<file path="src/rtl/simt_stack_pkg.sv">
//------------------------------------------------------------------------------
// Module  : simt_stack_pkg
// Brief   : Shared types and error codes for the per-warp SIMT reconvergence
//           stack. Also provides the default stack depth and SP error-code
//           macros when no other file has defined them.
// Revision: 1.0 - initial release
//------------------------------------------------------------------------------
`default_nettype none

`ifndef SIMT_STACK_DEPTH
`define SIMT_STACK_DEPTH 16
`endif

`ifndef KIANA_SP_ERR_SIMT_STACK_OVERFLOW
`define KIANA_SP_ERR_SIMT_STACK_OVERFLOW 32'h0000_0020
`endif

`ifndef KIANA_SP_ERR_SIMT_STACK_UNDERFLOW
`define KIANA_SP_ERR_SIMT_STACK_UNDERFLOW 32'h0000_0040
`endif

package simt_stack_pkg;

   // Command stream issued by the branch unit; codes 5..7 are reserved.
   typedef enum logic [2:0] {
      OP_BRANCH = 3'd0,
      OP_JUMP   = 3'd1,
      OP_FLUSH  = 3'd2,
      OP_POP    = 3'd3,
      OP_PUSH   = 3'd4
   } branch_op_t;

   // IDLE accepts commands; PUSH2 writes the second divergence entry.
   typedef enum logic [0:0] {
      ST_IDLE  = 1'b0,
      ST_PUSH2 = 1'b1
   } stk_state_t;

   localparam logic [31:0] ERR_OVERFLOW  = `KIANA_SP_ERR_SIMT_STACK_OVERFLOW;
   localparam logic [31:0] ERR_UNDERFLOW = `KIANA_SP_ERR_SIMT_STACK_UNDERFLOW;

endpackage

`default_nettype wire

</file>
<file path="src/rtl/simt_stack_mem.sv">
//------------------------------------------------------------------------------
// Module  : simt_stack_mem
// Brief   : DEPTH-entry register file holding stack entries. One synchronous
//           write port, one combinational read port. Data is not reset.
// Revision: 1.0 - initial release
//------------------------------------------------------------------------------
`default_nettype none

module simt_stack_mem #(
   parameter int WIDTH = 64,
   parameter int DEPTH = 16,
   parameter int AW    = 4
) (
   input  logic             clk,
   input  logic             wr_en,
   input  logic [AW-1:0]    wr_addr,
   input  logic [WIDTH-1:0] wr_data,
   input  logic [AW-1:0]    rd_addr,
   output logic [WIDTH-1:0] rd_data
);

   logic [WIDTH-1:0] mem_q [DEPTH];

   // Write the entry being pushed.
   always_ff @(posedge clk) begin
      if (wr_en) begin
         mem_q[wr_addr] <= wr_data;
      end
   end

   assign rd_data = mem_q[rd_addr];

endmodule

`default_nettype wire

</file>
<file path="src/rtl/simt_stack.sv">
//------------------------------------------------------------------------------
// Module  : simt_stack
// Brief   : Per-warp SIMT reconvergence stack. Executes BRANCH / JUMP / FLUSH /
//           POP / PUSH from the branch unit, tracks the active thread mask and
//           next fetch PC, and flags overflow/underflow as sticky error bits.
//           Optional macro KIANA_SIMT_STACK_AUTO_POP_EN: a JUMP to the top
//           entry's PC pops the stack, restoring that entry's mask.
// Revision: 1.0 - initial release
//------------------------------------------------------------------------------
`default_nettype none

module simt_stack
   import simt_stack_pkg::*;
#(
   parameter int                  THREAD_NUM = 32,
   parameter int                  PC_WIDTH   = 32,
   parameter int                  DEPTH      = `SIMT_STACK_DEPTH,
   parameter logic [PC_WIDTH-1:0] RESET_PC   = '0
) (
   input  logic                         clk,
   input  logic                         rst_n,
   input  logic                         cmd_valid,
   output logic                         cmd_ready,
   input  branch_op_t                   cmd_op,
   input  logic [PC_WIDTH-1:0]          cmd_pc,
   input  logic [PC_WIDTH-1:0]          cmd_npc,
   input  logic [PC_WIDTH-1:0]          cmd_rpc,
   input  logic [THREAD_NUM-1:0]        cmd_mask,
   output logic [THREAD_NUM-1:0]        active_mask,
   output logic [PC_WIDTH-1:0]          next_pc,
   output logic                         pc_valid,
   output logic [$clog2(DEPTH+1)-1:0]   depth,
   output logic [31:0]                  err
);

   localparam int              DW        = $clog2(DEPTH + 1);
   localparam int              AW        = (DEPTH > 1) ? $clog2(DEPTH) : 1;
   localparam int              EW        = PC_WIDTH + THREAD_NUM;
   localparam logic [DW-1:0]   ONE       = DW'(1);
   localparam logic [DW-1:0]   FULL_LVL  = DW'(DEPTH);
   localparam logic [DW-1:0]   DIV_LIMIT = DW'(DEPTH - 2);

   typedef struct packed {
      logic [PC_WIDTH-1:0]   pc;
      logic [THREAD_NUM-1:0] mask;
   } entry_t;

   stk_state_t            state_q, state_d;
   logic [THREAD_NUM-1:0] mask_q, mask_d;
   logic [PC_WIDTH-1:0]   pc_q, pc_d;
   logic [DW-1:0]         depth_q, depth_d;
   logic [31:0]           err_q, err_d;
   logic                  pc_valid_q, pc_valid_d;
   logic [PC_WIDTH-1:0]   lat_npc_q, lat_npc_d;
   logic [THREAD_NUM-1:0] lat_nmask_q, lat_nmask_d;
   logic [PC_WIDTH-1:0]   lat_pc_q, lat_pc_d;
   logic [THREAD_NUM-1:0] lat_tmask_q, lat_tmask_d;

   logic                  wr_en;
   logic [AW-1:0]         wr_addr;
   entry_t                wr_data;
   logic [AW-1:0]         rd_addr;
   entry_t                top;
   logic [THREAD_NUM-1:0] t_mask;

   assign t_mask  = cmd_mask & mask_q;
   assign rd_addr = AW'(depth_q - ONE);

   simt_stack_mem #(
      .WIDTH (EW),
      .DEPTH (DEPTH),
      .AW    (AW)
   ) u_mem (
      .clk     (clk),
      .wr_en   (wr_en),
      .wr_addr (wr_addr),
      .wr_data (wr_data),
      .rd_addr (rd_addr),
      .rd_data (top)
   );

   // Next-state, stack writes and error collection for the command in flight.
   always_comb begin
      state_d     = state_q;
      mask_d      = mask_q;
      pc_d        = pc_q;
      depth_d     = depth_q;
      err_d       = err_q;
      pc_valid_d  = 1'b0;
      lat_npc_d   = lat_npc_q;
      lat_nmask_d = lat_nmask_q;
      lat_pc_d    = lat_pc_q;
      lat_tmask_d = lat_tmask_q;
      wr_en       = 1'b0;
      wr_addr     = AW'(depth_q);
      wr_data     = '0;

      case (state_q)
         ST_IDLE: begin
            if (cmd_valid) begin
               case (cmd_op)
                  OP_BRANCH: begin
                     if (t_mask == mask_q) begin
                        pc_d       = cmd_pc;
                        pc_valid_d = 1'b1;
                     end else if (t_mask == '0) begin
                        pc_d       = cmd_npc;
                        pc_valid_d = 1'b1;
                     end else if (depth_q > DIV_LIMIT) begin
                        // Two entries would not fit; refuse the whole branch.
                        err_d = err_q | ERR_OVERFLOW;
                     end else begin
                        wr_en        = 1'b1;
                        wr_data.pc   = cmd_rpc;
                        wr_data.mask = mask_q;
                        depth_d      = depth_q + ONE;
                        lat_npc_d    = cmd_npc;
                        lat_nmask_d  = mask_q & ~t_mask;
                        lat_pc_d     = cmd_pc;
                        lat_tmask_d  = t_mask;
                        state_d      = ST_PUSH2;
                     end
                  end
                  OP_JUMP: begin
`ifdef KIANA_SIMT_STACK_AUTO_POP_EN
                     if ((depth_q != '0) && (cmd_pc == top.pc)) begin
                        mask_d  = top.mask;
                        depth_d = depth_q - ONE;
                     end
`endif
                     pc_d       = cmd_pc;
                     pc_valid_d = 1'b1;
                  end
                  OP_FLUSH: begin
                     depth_d    = '0;
                     mask_d     = '1;
                     pc_d       = cmd_pc;
                     pc_valid_d = 1'b1;
                  end
                  OP_POP: begin
                     if (depth_q == '0) begin
                        err_d = err_q | ERR_UNDERFLOW;
                     end else begin
                        pc_d       = top.pc;
                        mask_d     = top.mask;
                        depth_d    = depth_q - ONE;
                        pc_valid_d = 1'b1;
                     end
                  end
                  OP_PUSH: begin
                     if (depth_q == FULL_LVL) begin
                        err_d = err_q | ERR_OVERFLOW;
                     end else begin
                        wr_en        = 1'b1;
                        wr_data.pc   = cmd_pc;
                        wr_data.mask = cmd_mask;
                        depth_d      = depth_q + ONE;
                     end
                  end
                  default: begin
                  end
               endcase
            end
         end
         ST_PUSH2: begin
            wr_en        = 1'b1;
            wr_data.pc   = lat_npc_q;
            wr_data.mask = lat_nmask_q;
            depth_d      = depth_q + ONE;
            mask_d       = lat_tmask_q;
            pc_d         = lat_pc_q;
            pc_valid_d   = 1'b1;
            state_d      = ST_IDLE;
         end
         default: state_d = ST_IDLE;
      endcase
   end

   // State registers; reset abandons any half-finished divergence push.
   always_ff @(posedge clk or negedge rst_n) begin
      if (!rst_n) begin
         state_q     <= ST_IDLE;
         mask_q      <= '1;
         pc_q        <= RESET_PC;
         depth_q     <= '0;
         err_q       <= '0;
         pc_valid_q  <= 1'b0;
         lat_npc_q   <= '0;
         lat_nmask_q <= '0;
         lat_pc_q    <= '0;
         lat_tmask_q <= '0;
      end else begin
         state_q     <= state_d;
         mask_q      <= mask_d;
         pc_q        <= pc_d;
         depth_q     <= depth_d;
         err_q       <= err_d;
         pc_valid_q  <= pc_valid_d;
         lat_npc_q   <= lat_npc_d;
         lat_nmask_q <= lat_nmask_d;
         lat_pc_q    <= lat_pc_d;
         lat_tmask_q <= lat_tmask_d;
      end
   end

   assign cmd_ready   = (state_q == ST_IDLE);
   assign active_mask = mask_q;
   assign next_pc     = pc_q;
   assign pc_valid    = pc_valid_q;
   assign depth       = depth_q;
   assign err         = err_q;

endmodule

`default_nettype wire

</file>
<file path="config.mk">
export PLATFORM = sky130hd
export DESIGN_NAME = simt_stack
export DESIGN_NICKNAME = d
export VERILOG_FILES = /design/src/rtl/simt_stack_pkg.sv /design/src/rtl/simt_stack_mem.sv /design/src/rtl/simt_stack.sv
export SDC_FILE = /design/constraint.sdc
export NUM_CORES = 1
export LEC_CHECK = 0
export CORE_UTILIZATION = 48
export CTS_CLUSTER_DIAMETER = 80
export DETAILED_ROUTE_END_ITERATION = 7
export HOLD_SLACK_MARGIN = 0.03
export PLACE_DENSITY = 0.66
export REMOVE_ABC_BUFFERS = 1
export SYNTH_ARGS = -nofsm -noshare
export SYNTH_HDL_FRONTEND = slang
export SYNTH_HIERARCHICAL = 1
export SYNTH_SLANG_ARGS = --single-unit
</file>
<file path="constraint.sdc">
create_clock -name clk -period 8.85 [get_ports clk]
set_input_delay 0.885 -clock clk [delete_from_list [all_inputs] [get_ports clk]]
set_output_delay 0.885 -clock clk [all_outputs]
set_load 0.05 [all_outputs]
</file>
Yosys cells after proc, flatten, opt, wreduce, memory -nomap -nowiden

Memories as Yosys holds them, arrays and structs flattened.
Index checks and enable logic that the tools add are counted.

Bits of input ports: 134
Bits in registers: 201
Output and inout bits: 103
Logic and storage cells: 105
RAM bits: 1024
Memories: 1

Eq/ne operators: 20
Bitwise gates (word level): 10
Add/sub/neg operators: 2
Order comparisons: 1
Mux-type cells: 49
Reduce and logical (&&, ||, !) cells: 11

Memory list:

| name        | words | width | read ports | clocked after Yosys merged registers in | wr ports | RTL line             | text |
|---|---|---|---|---|---|---|---|
| u_mem.mem_q | 16    | 64    | 1          | 0                                       | 1        | simt_stack_mem.sv:22 | `logic [WIDTH-1:0] mem_q [DEPTH];` |

Operator list:

| operator             | count |
|---|---|
| $mux W64             | 5 |
| $pmux W64 S2         | 2 |
| $mux W32             | 6 |
| $pmux W32 S2         | 3 |
| $pmux W32 S3         | 1 |
| $and A32 B32 Y32     | 2 |
| $eq A32 B32 Y1       | 1 |
| $logic_not A32 Y1    | 1 |
| $not A32 Y32         | 1 |
| $mux W5              | 6 |
| $mux W6              | 4 |
| $pmux W7 S3          | 1 |
| $pmux W5 S4          | 1 |
| $ne A3 B3 Y1 const B | 5 |
| $mux W1              | 13 |
| $reduce_and A6 Y1    | 2 |
| $ne A2 B2 Y1 const B | 5 |
| $pmux W5 S2          | 1 |
| $pmux W1 S2          | 4 |
| $reduce_and A8 Y1    | 1 |
| $mux W7              | 1 |
| $not A1 Y1           | 7 |
| $reduce_and A7 Y1    | 1 |
| $eq A3 B2 Y1 const B | 2 |
| other kinds (17)     | 17 |

Longest topological paths before layout

Depth in word-level cells: 9
Mapped depth: 11
Depth with buffers taken out: 9

Modules after synthesis

Netlist, hierarchy kept.

By module, submodules not included:

| module         | instances | sequential area each (µm²) | area an instance (µm²) | cells an instance |
|---|---|---|---|---|
| simt_stack_mem | 1         | 30749.5                    | 38300.5                | 1583 |
| simt_stack     | 1         | 5069.9                     | 10787.8                | 1130 |

Worst setup path before layout

Ideal clock, no wire load.

Kind: register to register
Start: reg depth_q[0], in the netlist depth[0]
End: mem u_mem.mem_q[0][0], enable pin
Clock period less this slack: 7288 ps
Stages on the path, launching flop included: 10
Path slack: 1562 ps
Required time: 8285 ps
Setup time: 565 ps
Arrival time: 6723 ps
Path buffers: 0
Cells stage by stage: dfrtp_1 > inv_1 > ha_1 > inv_1 > a41o_1 > a21oi_1 > a21oi_1 > o21ai_0 > or3b_2 > nor3_1

Word-level cells in the longest chain between the ends: 9
Elaborated cells on any way between the ends: 11
Classes of those cells: 1 x order compare; 1 x eq/ne; 9 x mux

Ends and longest elaborated chain:

| element                           | RTL line             | text |
|---|---|---|
| start, declared                   | simt_stack.sv:51     | `logic [DW-1:0] depth_q, depth_d;` |
| start signal, assigned            | simt_stack.sv:196    | `depth_q <= depth_d;` |
| $gt A5 B4 Y1                      | simt_stack.sv:109    | `end else if (depth_q > DIV_LIMIT) begin` |
| $mux W1                           | simt_stack.sv:109    |  |
| $mux W1                           | simt_stack.sv:106    | `end else if (t_mask == '0) begin` |
| $mux W1                           | simt_stack.sv:103    | `if (t_mask == mask_q) begin` |
| $pmux W1 S2 (*)                   | simt_stack.sv:101    | `case (cmd_op)` |
| $mux W1 (*)                       | simt_stack.sv:100    | `if (cmd_valid) begin` |
| $pmux W1 S2 (*)                   | simt_stack.sv:98     | `case (state_q)` |
| via wr_en                         | simt_stack.sv:59     | `logic wr_en;` |
| $mux W1 (*)                       | simt_stack_mem.sv:26 | `if (wr_en) begin` |
| $mux W1 (implied by the code) (*) | simt_stack_mem.sv:27 | `mem_q[wr_addr] <= wr_data;` |
| end, declared                     | simt_stack_mem.sv:22 |  |

The timed path passes the listed nets; every way through them passes the cells marked *.

==> impl_results.md <==
- P_sw: 6.14 mW
- Synthesis Warnings: 6
- Crit Path Class: reg2reg
- Mean routed wirelength per cell: around 28 um
- Largest net degree at the start of global routing: 130
- Iter 0 DRT Violations: ~3100
- CP endpoint kind: flop
- Critical-path maximum fanout: 129
- DRT Wirelength: between 100000 and 150000 um
- Maximum VDD drop: around 0.46 mV
- Pint: about 12 mW
- Final cell count without fillers: roughly 4400
- Cells after Synth: 2713
- Area growth, synth to finish: 15.7%
- Final setup vio count: 0
- Worst-margin pin slew: around 1.4 ns
- Htree depth: 3
- GR Overflow Total: 0
- Count leader, synth: edfxtp_1
- Worst reg2reg setup slack: roughly 3 ns
- Post-Syn Area: 49100 um^2
- Comb pwr share: 0.331
- Reg power frac: 0.393
- Top-area cell type share of the netlist area: 0.626
- Critical path data arrival time: 6.35 ns
- CP required: between 9 and 10 ns
- Post-CTS Hold Buffers: 0
- Post-route cell area: roughly 57000 um^2
- Sequential share of the synthesized area: 0.730
- Std-Cell Rows: about 120
- CTS resizes: 0
- Setup_tns: 0 ns
- Post-DP HPWL: ~67000 um
- Via Count: around 27000
- Synth Area per Inst: between 15 and 20 um^2
- Status: finished, final reports clean
- Vias/cell: 6.09
- Async SR Flop Fraction: 0.164
- Synth top area cells: edfxtp_1 63%, mux4_2 12%, dfrtp_1 8.6%, a22oi_1 3.0%, o21ai_0 2.0%
- Bufs on Longest Clock Path: 3
- Tot GR Track Use: 0.243
- Maxcap violations: 0
- First-pass GRT wire length: roughly 180000 um
- Minimum clock period: 5.79 ns
- # port buffers: 206
- R2r endpoint: active_mask[31]
- FF+latch count, synth: 1225
- Post-DRT Antenna Nets: 0
- Final worst slack: 3.06 ns
- Clk slew on worst S/H paths: roughly 0.06 ns
- Skew final: about 0.018 ns
- Area after DPL: between 50000 and 60000 um^2
- Die area: ~100000 um^2
- # IOs: about 240
- Worst slack, placed: approximately 3 ns
- DP Cell Count: between 4000 and 5000
- Vias in the first global route: ~28000
- Die Y-Extent: ~320 um
- Netlist cell types: 51
- Power Density: 326 nW/um^2
- RSZ-0062 raised after global routing: no
- TritonCTS clock tree: built
- Worst hold path type: in2async
- Pleak: a little under 20 nW
- TritonCTS Buffers: about 120
- Worst R2R Start: depth[0]
- Clock power frac: 0.276
- Fin nets: approximately 3100
- Routability cong.: 0.835
- Max Clock Freq: 173 MHz
- Relative slew slack: 0.0871
- Most used DFF post-synth: edfxtp_1
- Initial Utilization: 0.487
- Hold Violations, Final: 0
- Clock sink total: around 1200
- Worst r2r path cells: 11
- Postcts setup bufs: 0
- Commonest cells post-synth: 1024 x edfxtp_1, 256 x mux4_2, 204 x nand2_1
- Initial antenna violation count: 4
- Crit start category: flop
- Layout cells sized above 1: 0.216
- EDFF count, synth: a little over 1000
- Pwr Total: around 19 mW
- Drt pass-1 iters: 6
- Drt drc: 0
- Final Max Tran Viols: 0
- Clk Latency, worst-skew pair: just under 0.7 ns
- Root Buffer: clkbuf_16
- Core Area: around 100000 um^2
- Sw frac: 0.332
- Biggest area consumer among synthesized cells: edfxtp_1
- Die width: 322 um
- Final Cycle Share: 0.654
[kinds of logic (layout without fill, tap and decap cells)]
group           Yosys count  count (layout)  share of synthesized area
flops                  1225            1225                      0.730
compound gates          481             481                     0.0624
mux                     386             386                      0.146
simple gates            345             345                     0.0332
buf+inv                 269             593                     0.0277
fa+ha+maj                 4               4                    0.00102
xor+xnor                  2               2                   0.000357
other cells               1              33                  0.0000764
[placed cells by master (no fill, tap or decap), types with 6 or more instances in the layout]
master and instances:
clkinv_1 17, nand2_1 204, nor2_4 14, mux4_2 256, clkinv_4 6, clkbuf_1 20, nor2_1 6, clkinv_2 30
dfrtp_1 168, dfstp_2 32, a22o_1 32, buf_4 83, nand2b_1 34, bufinv_16 15, clkbuf_16 120, clkdlybuf4s50_1 205
o21ai_0 166, buf_12 6, clkinvlp_4 6, conb_1 30, mux2i_1 66, or3_1 34, o21ai_1 34, a21oi_1 37
nand4_1 16, mux2_2 60, nand3_1 7, inv_1 71, edfxtp_1 1024, a22oi_1 197
[power groups by stage]
stage          Combinational, mW  Clock (mW)  Sequential, mW
5_1_grt                     6.54        5.39            7.32
2_1_floorplan               4.69           0            7.73
6_report                    6.14        5.12            7.27
3_3_place_gp                6.09           0            7.35
3_5_place_dp                6.16           0            7.38
4_1_cts                     6.19        5.18            7.27
[per-stage QoR]
| step | hold WS [ns] | utilization |
|---|---|---|
| after floorplan | 0.445 | - |
| after global placement | 0.457 | 0.524 |
| after detailed placement | 0.467 | 0.524 |
| after CTS | 0.261 | 0.564 |
| after global routing | 0.295 | 0.564 |
| final | 0.233 | 0.564 |
[worst max-delay path by stage]
stage	slack [ns]	depth (start not counted)	end	startpoint
global route	2.67	11	active_mask[3]	depth[0]
floorplan	-8.07	9	active_mask[22]	depth[0]
CTS	2.93	11	active_mask[31]	depth[0]
finish	3.06	11	active_mask[31]	depth[0]
global placement	2.44	8	u_mem/mem_q[6][37]	cmd_mask[6]
detailed placement	2.99	11	active_mask[6]	depth[0]
[worst max-delay path: stages (launching register included)]
cell     delay (ns)
dfrtp_1        0.60
inv_8          0.74
buf_4          0.88
ha_1           0.45
inv_8          0.72
buf_12         0.66
mux4_2         0.41
a22oi_1        0.22
nand2_1        0.10
or3_1          0.37
o21ai_0        0.11
o21ai_0        0.13
[final cells by class]
type | instances | area, um^2
Fill cell | 7520 | 43900
Sequential cell | 1225 | 35800
Multi-Input combinational cell | 1248 | 12200
Clock buffer | 145 | 3150
Timing Repair Buffer | 297 | 2820
Tap cell | 1357 | 1700
Clock inverter | 77 | 812
Inverter | 74 | 293
Antenna cell | 3 | 7.51
[flip-flops by register name (all words and copies together) (netlist names)]
name         flops
active_mask     32
next_pc         32
err              2
state_q          1
lat_nmask_q     32
pc_valid         1
depth            5
lat_pc_q        32
lat_tmask_q     32
lat_npc_q       32
u_mem/mem_q   1024
[metal layers]
metal  up-vias  wire (um)  track usage
li1      11303          -            -
met1     14230      49600        0.333
met2      1219      62500        0.403
met3       176       9950       0.0412
met4         8       2730       0.0668
met5         -         49            0
Power figures use the tool's default switching activity.
